## config.mk

```make
export PLATFORM = sky130hd
export DESIGN_NAME = mod_reduce_p25519_flat
export DESIGN_NICKNAME = d
export VERILOG_FILES = /design/src/rtl/mod_reduce_p25519_if.sv /design/src/rtl/mod_reduce_p25519.sv /design/src/flat_wrapper.sv
export SDC_FILE = /design/constraint.sdc
export NUM_CORES = 2
export LEC_CHECK = 0
export ABC_CLOCK_PERIOD_IN_PS = 16300
export CAP_MARGIN = 20
export CORE_MARGIN = 1
export CORE_UTILIZATION = 45
export DETAILED_ROUTE_END_ITERATION = 16
export GPL_TIMING_DRIVEN = 0
export PLACE_DENSITY = 0.67
export SETUP_SLACK_MARGIN = 0.02
export SYNTH_ARGS = -nofsm -noshare
export SYNTH_HDL_FRONTEND = slang
export SYNTH_SLANG_ARGS = --single-unit
export TNS_END_PERCENT = 100
```

## constraint.sdc

```tcl
create_clock -name clk -period 16.3 [get_ports clk]
set_input_delay 4.075 -clock clk [delete_from_list [all_inputs] [get_ports clk]]
set_output_delay 4.075 -clock clk [all_outputs]
set_load 0.01 [all_outputs]
```

## src/rtl/mod_reduce_p25519_if.sv

```systemverilog
// Handshake bundle between the GF(p) multiplier, the reducer and the register file.
// The producer/consumer side uses master, the reducer uses slave.
interface mod_reduce_p25519_if;
  logic         in_valid;
  logic         in_ready;
  logic [509:0] in_data;
  logic         out_valid;
  logic         out_ready;
  logic [254:0] out_data;

  modport master (
    output in_valid, in_data, out_ready,
    input  in_ready, out_valid, out_data
  );

  modport slave (
    input  in_valid, in_data, out_ready,
    output in_ready, out_valid, out_data
  );
endinterface

```

## src/rtl/mod_reduce_p25519.sv

```systemverilog
// Sequential reducer of a 510-bit product modulo p = 2^255 - 19, folding the high half
// with 2^255 == 19 one LIMB_W-bit slice per cycle, then one conditional subtraction.
module mod_reduce_p25519 #(
  parameter int unsigned LIMB_W = 51
) (
  input logic                 clk,
  input logic                 rst,
  mod_reduce_p25519_if.slave  bus
);

  localparam int unsigned NLIMB = 255 / LIMB_W;
  localparam int unsigned CntW  = (NLIMB > 1) ? $clog2(NLIMB) : 1;
  // 19*slice + slice + carry(<=19) stays below 2^(LIMB_W+5)
  localparam int unsigned SW    = LIMB_W + 5;
  localparam logic [255:0] P    = {1'b0, {250{1'b1}}, 5'b01101};

  typedef enum logic [2:0] {StIdle, StFold, StTop, StFinal, StDone} state_e;

  state_e          state_q;
  logic [254:0]    l_q, h_q, acc_q;
  logic [255:0]    r_q;
  logic [4:0]      carry_q;
  logic [CntW-1:0] cnt_q;
  logic            in_ready_q, out_valid_q;
  logic [254:0]    out_data_q;

  logic [SW-1:0]         s;
  logic [255+LIMB_W-1:0] acc_cat;
  logic [254:0]          acc_next;
  logic [9:0]            c19;
  logic [255:0]          r_d;
  logic [255:0]          t;
  logic [254:0]          red;

  always_comb begin
    s        = SW'(l_q[LIMB_W-1:0]) + SW'(h_q[LIMB_W-1:0]) * SW'(19) + SW'(carry_q);
    // Slices enter at the top and shift down, so after NLIMB cycles slice 0 sits at bit 0
    acc_cat  = {s[LIMB_W-1:0], acc_q};
    acc_next = acc_cat[255+LIMB_W-1:LIMB_W];
    c19      = {5'b0, carry_q} * 10'd19;
    r_d      = {1'b0, acc_q} + 256'(c19);
    t        = {1'b0, r_q[254:0]} + (r_q[255] ? 256'd19 : 256'd0);
    red      = (t >= P) ? 255'(t - P) : t[254:0];
  end

  always_ff @(posedge clk) begin
    if (rst) begin
      state_q     <= StIdle;
      l_q         <= '0;
      h_q         <= '0;
      acc_q       <= '0;
      r_q         <= '0;
      carry_q     <= '0;
      cnt_q       <= '0;
      in_ready_q  <= 1'b1;
      out_valid_q <= 1'b0;
      out_data_q  <= '0;
    end else begin
      unique case (state_q)
        StIdle: begin
          if (bus.in_valid) begin
            l_q        <= bus.in_data[254:0];
            h_q        <= bus.in_data[509:255];
            cnt_q      <= '0;
            carry_q    <= '0;
            in_ready_q <= 1'b0;
            state_q    <= StFold;
          end
        end
        StFold: begin
          acc_q   <= acc_next;
          l_q     <= l_q >> LIMB_W;
          h_q     <= h_q >> LIMB_W;
          carry_q <= s[LIMB_W+4:LIMB_W];
          cnt_q   <= cnt_q + 1'b1;
          if (cnt_q == CntW'(NLIMB - 1)) state_q <= StTop;
        end
        StTop: begin
          r_q     <= r_d;
          state_q <= StFinal;
        end
        StFinal: begin
          out_data_q  <= red;
          out_valid_q <= 1'b1;
          state_q     <= StDone;
        end
        StDone: begin
          if (bus.out_ready) begin
            out_valid_q <= 1'b0;
            in_ready_q  <= 1'b1;
            state_q     <= StIdle;
          end
        end
        default: state_q <= StIdle;
      endcase
    end
  end

  assign bus.in_ready  = in_ready_q;
  assign bus.out_valid = out_valid_q;
  assign bus.out_data  = out_data_q;

endmodule

```

## src/flat_wrapper.sv

```systemverilog
// flat-port wrapper written by rule: the top's interface ports become plain ports
module mod_reduce_p25519_flat 
#(
  parameter int unsigned LIMB_W = 51
)
  (clk, rst, bus_in_valid, bus_in_data, bus_out_ready, bus_in_ready, bus_out_valid, bus_out_data);
  mod_reduce_p25519_if bus_i ();
  input logic clk;
  input logic rst;
  input wire logic [$bits(bus_i.in_valid)-1:0] bus_in_valid;
  input wire logic [$bits(bus_i.in_data)-1:0] bus_in_data;
  input wire logic [$bits(bus_i.out_ready)-1:0] bus_out_ready;
  output wire logic [$bits(bus_i.in_ready)-1:0] bus_in_ready;
  output wire logic [$bits(bus_i.out_valid)-1:0] bus_out_valid;
  output wire logic [$bits(bus_i.out_data)-1:0] bus_out_data;
  assign bus_i.in_valid = bus_in_valid;
  assign bus_i.in_data = bus_in_data;
  assign bus_i.out_ready = bus_out_ready;
  assign bus_in_ready = bus_i.in_ready;
  assign bus_out_valid = bus_i.out_valid;
  assign bus_out_data = bus_i.out_data;
  mod_reduce_p25519 #(.LIMB_W(LIMB_W)) u_core (.clk(clk), .rst(rst), .bus(bus_i));
endmodule
```

==> summary.txt <==
Worst setup path
  • Worst path top cell family by delay: simple AND/OR/NAND/NOR gates
  • Peak per-stage delay on the critical path: 1150 ps
  • CP max-delay cell: nor4_1
  • Crit path max fanout: 10
  • Critical path arrival: 10,210 ps
  • Worst-path cell chain: ha_1, inv_1, fa_1, and4b_1, o211a_2, nand4_1, or4_1, clkbuf_1, clkbuf_1, nor2_1, xor2_1, nand4_1, nor4_1, nand4_1, or4_1, buf_2, nor3_2, clkbuf_1, o21ai_0, nor2b_1
  • Data required, critical path: 16,960 ps
  • Critical path endpoint category: register
  • Crit Path Category: reg2reg
  • Buffer and inverter count on the worst path: 5
  • Startpoint types: register

CTS
  • Clock Path Buffers: 3
  • # resized after CTS: 0
  • TritonCTS buffer count: 141
  • Clock Latency Late Sink: 810 ps
  • CTS clk-pin slew, worst paths: 60 ps
  • Post-CTS setup repair buffer count: 0
  • CTS Hold Bufs: 0
  • TritonCTS clock tree: done
  • H-tree lvl count: 4
  • Root Buffer: clkbuf_16
  • # clock sinks: 1,289

Floorplanning
  • Die Area: 0.155 mm2
  • Core Region: 0.152 mm2
  • Floorplan row count: 143
  • Starting density of the core: 45.5%
  • # IOs: 771
  • Die width: 394 um
  • Chip Height: 394 um

Detailed routing
  • Total number of vias: 73,118
  • Routed Antenna Nets: 0
  • Via density: 6.04
  • Post-DR wirelength/cell: 28.7 um
  • Drc violations: 0
  • Final WL: 347,000 um
  • DRT iter0 DRCs: 7,808
  • Drt first pass iters: 9

Status
  • Status: complete, no violations

Timing
  • Setup TNS: 0 ps
  • Slew @ Worst Pin: 1280 ps
  • Worst setup margin: 6750 ps
  • Fin. max-slew vios: 0
  • Count of final hold-check violations: 0
  • Final Critical Period: 9550 ps
  • Slew headroom: 13.9%
  • Clock skew: 40.7 ps
  • RSZ-0062 raised after global routing: no
  • Setup violators final: 0
  • Final Cycle Share: 58.6%
  • Fmax: 105 MHz

Placement
  • PortBufs: 770
  • Pre-CTS setup slack: 7510 ps
  • DP HPWL: 291,000 um
  • GPL Wtd Cong: 1.04

Yosys
  • Ys async rst share: 0%
  • Register area share after synthesis: 37.3%
  • Yosys warnings: 0
  • Post-Syn Nets: 9,801
  • Post-Synthesis Cells: 8,989
  • EDFF count, synth: 0
  • Post-synth cell types: 86
  • Mean Syn Cell Area: 7.70 um2
  • Post-Syn Area: 0.0692 mm2
  • #FFs+latches synth: 1,289
  • Top FF cell, synth: dfxtp_1

Cells and area
  • Area of the multi-input gates: 0.0399 mm2
  • Final core occ: 55.9%
  • Nets: 10,754
  • FF/Latch Area: 0.0258 mm2
  • Layout area overhead: 22.9%
  • Layout cell share with drive strength beyond 1: 4.59%
  • Fillers: 14,513

Global routing
  • Gr usage total: 43.2%
  • GRT Max-Usage Layer: met2
  • Met2 Use GR: 70.3%
  • GRT overflow: 0
  • GRT met3 Usage: 7.94%
  • Antenna violations before repair: 34
  • Vias in the first global route: 69,161
  • Global-route wire length before repair: 489,000 um
  • Grt met1 use: 49.9%
  • Largest net degree at the start of global routing: 17

Power and ir drop
  • Sequential Power Share: 39.5%
  • Cell area power density: 106 mW/mm2
  • Leak: 29.1 nW
  • Internal power: 6.16 mW
  • Sw Share: 31.8%
  • Comb pwr share: 21.5%
  • P_sw: 2.87 mW
  • Worst vdd ir: 0.116 mV
  • Clk pwr share: 39.0%
  • Tot Pwr: 9.03 mW

Job
  • Count of max-cap constraint violations: 0

Min path
  • Min-Delay Path Class: reg2reg
state kept, by name, summed over array words and instances (netlist names):
signal,flops
u_core.bus.out_data,255
u_core.bus.out_valid,1
u_core.cnt_q,3
u_core.r_q,256
u_core.carry_q,5
u_core.l_q,255
u_core.h_q,255
u_core.bus.in_ready,1
u_core.acc_q,255
u_core.state_q,3
cell usage in the layout (no fill, tap or decap), types with 109 or more instances in the layout:
| cell type | n |
|---|---|
| clkbuf_1 | 562 |
| ha_1 | 189 |
| xor2_1 | 220 |
| fa_1 | 109 |
| a311oi_1 | 435 |
| clkbuf_16 | 145 |
| a21oi_1 | 480 |
| a211oi_1 | 212 |
| nand3_1 | 330 |
| inv_1 | 305 |
| nor4_1 | 140 |
| xnor2_1 | 265 |
| clkdlybuf4s50_1 | 770 |
| o21ai_0 | 193 |
| nand4_1 | 233 |
| dfxtp_1 | 1289 |
| nand2_1 | 2003 |
| nor3_1 | 168 |
| nor2_1 | 1040 |
path summary, 6_finish.rpt:
path | start | end | slack [ps] | cells after the start
max | u_core.r_q[255]$_SDFFE_PP0N_ | u_core.bus.out_data[238]$_SDFFE_PP0P_ | 6750 | 20
min | u_core.bus.in_ready$_SDFFE_PP1P_ | u_core.bus.in_ready$_SDFFE_PP1P_ | 440 | 2
max reg2reg | u_core.r_q[255]$_SDFFE_PP0N_ | u_core.bus.out_data[238]$_SDFFE_PP0P_ | 6750 | 20
min reg2reg | u_core.bus.in_ready$_SDFFE_PP1P_ | u_core.bus.in_ready$_SDFFE_PP1P_ | 440 | 2
cell type report:
type / instances / share of cell area [%]
antenna: 17 / 0.0500
multi-input combinational: 6775 / 46.9
tap: 2030 / 2.99
inverter: 306 / 1.35
clock buffer: 189 / 4.75
buffer: 619 / 2.89
timing repair buffer: 810 / 9.54
sequential: 1289 / 30.3
clock inverter: 66 / 1.20
tightest hold or removal path: cells and delay by family (launching register included):
kind          cells  cell delay [ps]
flops             1              310
simple gates      2               90
cell families after synthesis:
logic type	count (synthesis)	share of synthesized area (%)
AOI/OAI and AO/OA	1580	16.1
muxes	4	0.0596
and+or+nand+nor	4408	28.7
buffers and inverters	925	5.20
DFF	1289	37.3
xor gates and xnor gates	485	6.14
adders and majority gates	298	6.57
routing by layer:
layer	vias to the layer above	share of wire (%)	routed length (um)
met5	-	0.042	147
met4	22	9.2	31900
met3	1075	8.4	29300
met2	4034	45	158000
met1	34682	37	128000
li1	33305	-	-
power groups by stage:
stage	clock network, mW	logic (mW)	registers (mW)
3_3_place_gp	0	1.86	3.62
5_1_grt	3.65	2.12	3.57
6_report	3.52	1.94	3.57
2_1_floorplan	0	1.23	3.50
3_5_place_dp	0	1.89	3.62
4_1_cts	3.51	1.91	3.56
cell usage after synthesis, types with 19 or more instances:
master	count	area, um2
o21ai_0	193	966
nor2b_1	26	163
nand4_1	233	1460
ha_1	189	2360
or4_1	53	398
a311oi_1	435	3810
nor2_1	1040	3900
or3_1	72	450
inv_1	305	1140
xor2_1	220	1930
a21o_1	47	353
clkbuf_1	550	2060
and3_1	106	663
a22oi_2	62	776
nor4_1	146	913
a22o_1	19	166
fa_1	109	2180
nand3_1	330	1650
nor3_1	170	851
and4_1	60	526
xnor2_1	265	2320
a21oi_1	480	2400
dfxtp_1	1289	25800
a211oi_1	212	1590
and2_1	44	275
nand2_1	2003	7520
buf_2	36	180
nand2b_1	19	119
through the flow:
| step | area [um2] | instances | hold slack, ps |
|---|---|---|---|
| CTS | 85000 | 12079 | 445 |
| floorplan | 69200 | 8989 | 436 |
| global route | 85000 | 12095 | 461 |
| global placement | 79500 | 11789 | 431 |
| detailed placement | 79900 | 11824 | 435 |
| finish | 85100 | 12101 | 445 |
No activity file was read; power rests on OpenSTA's default activity.
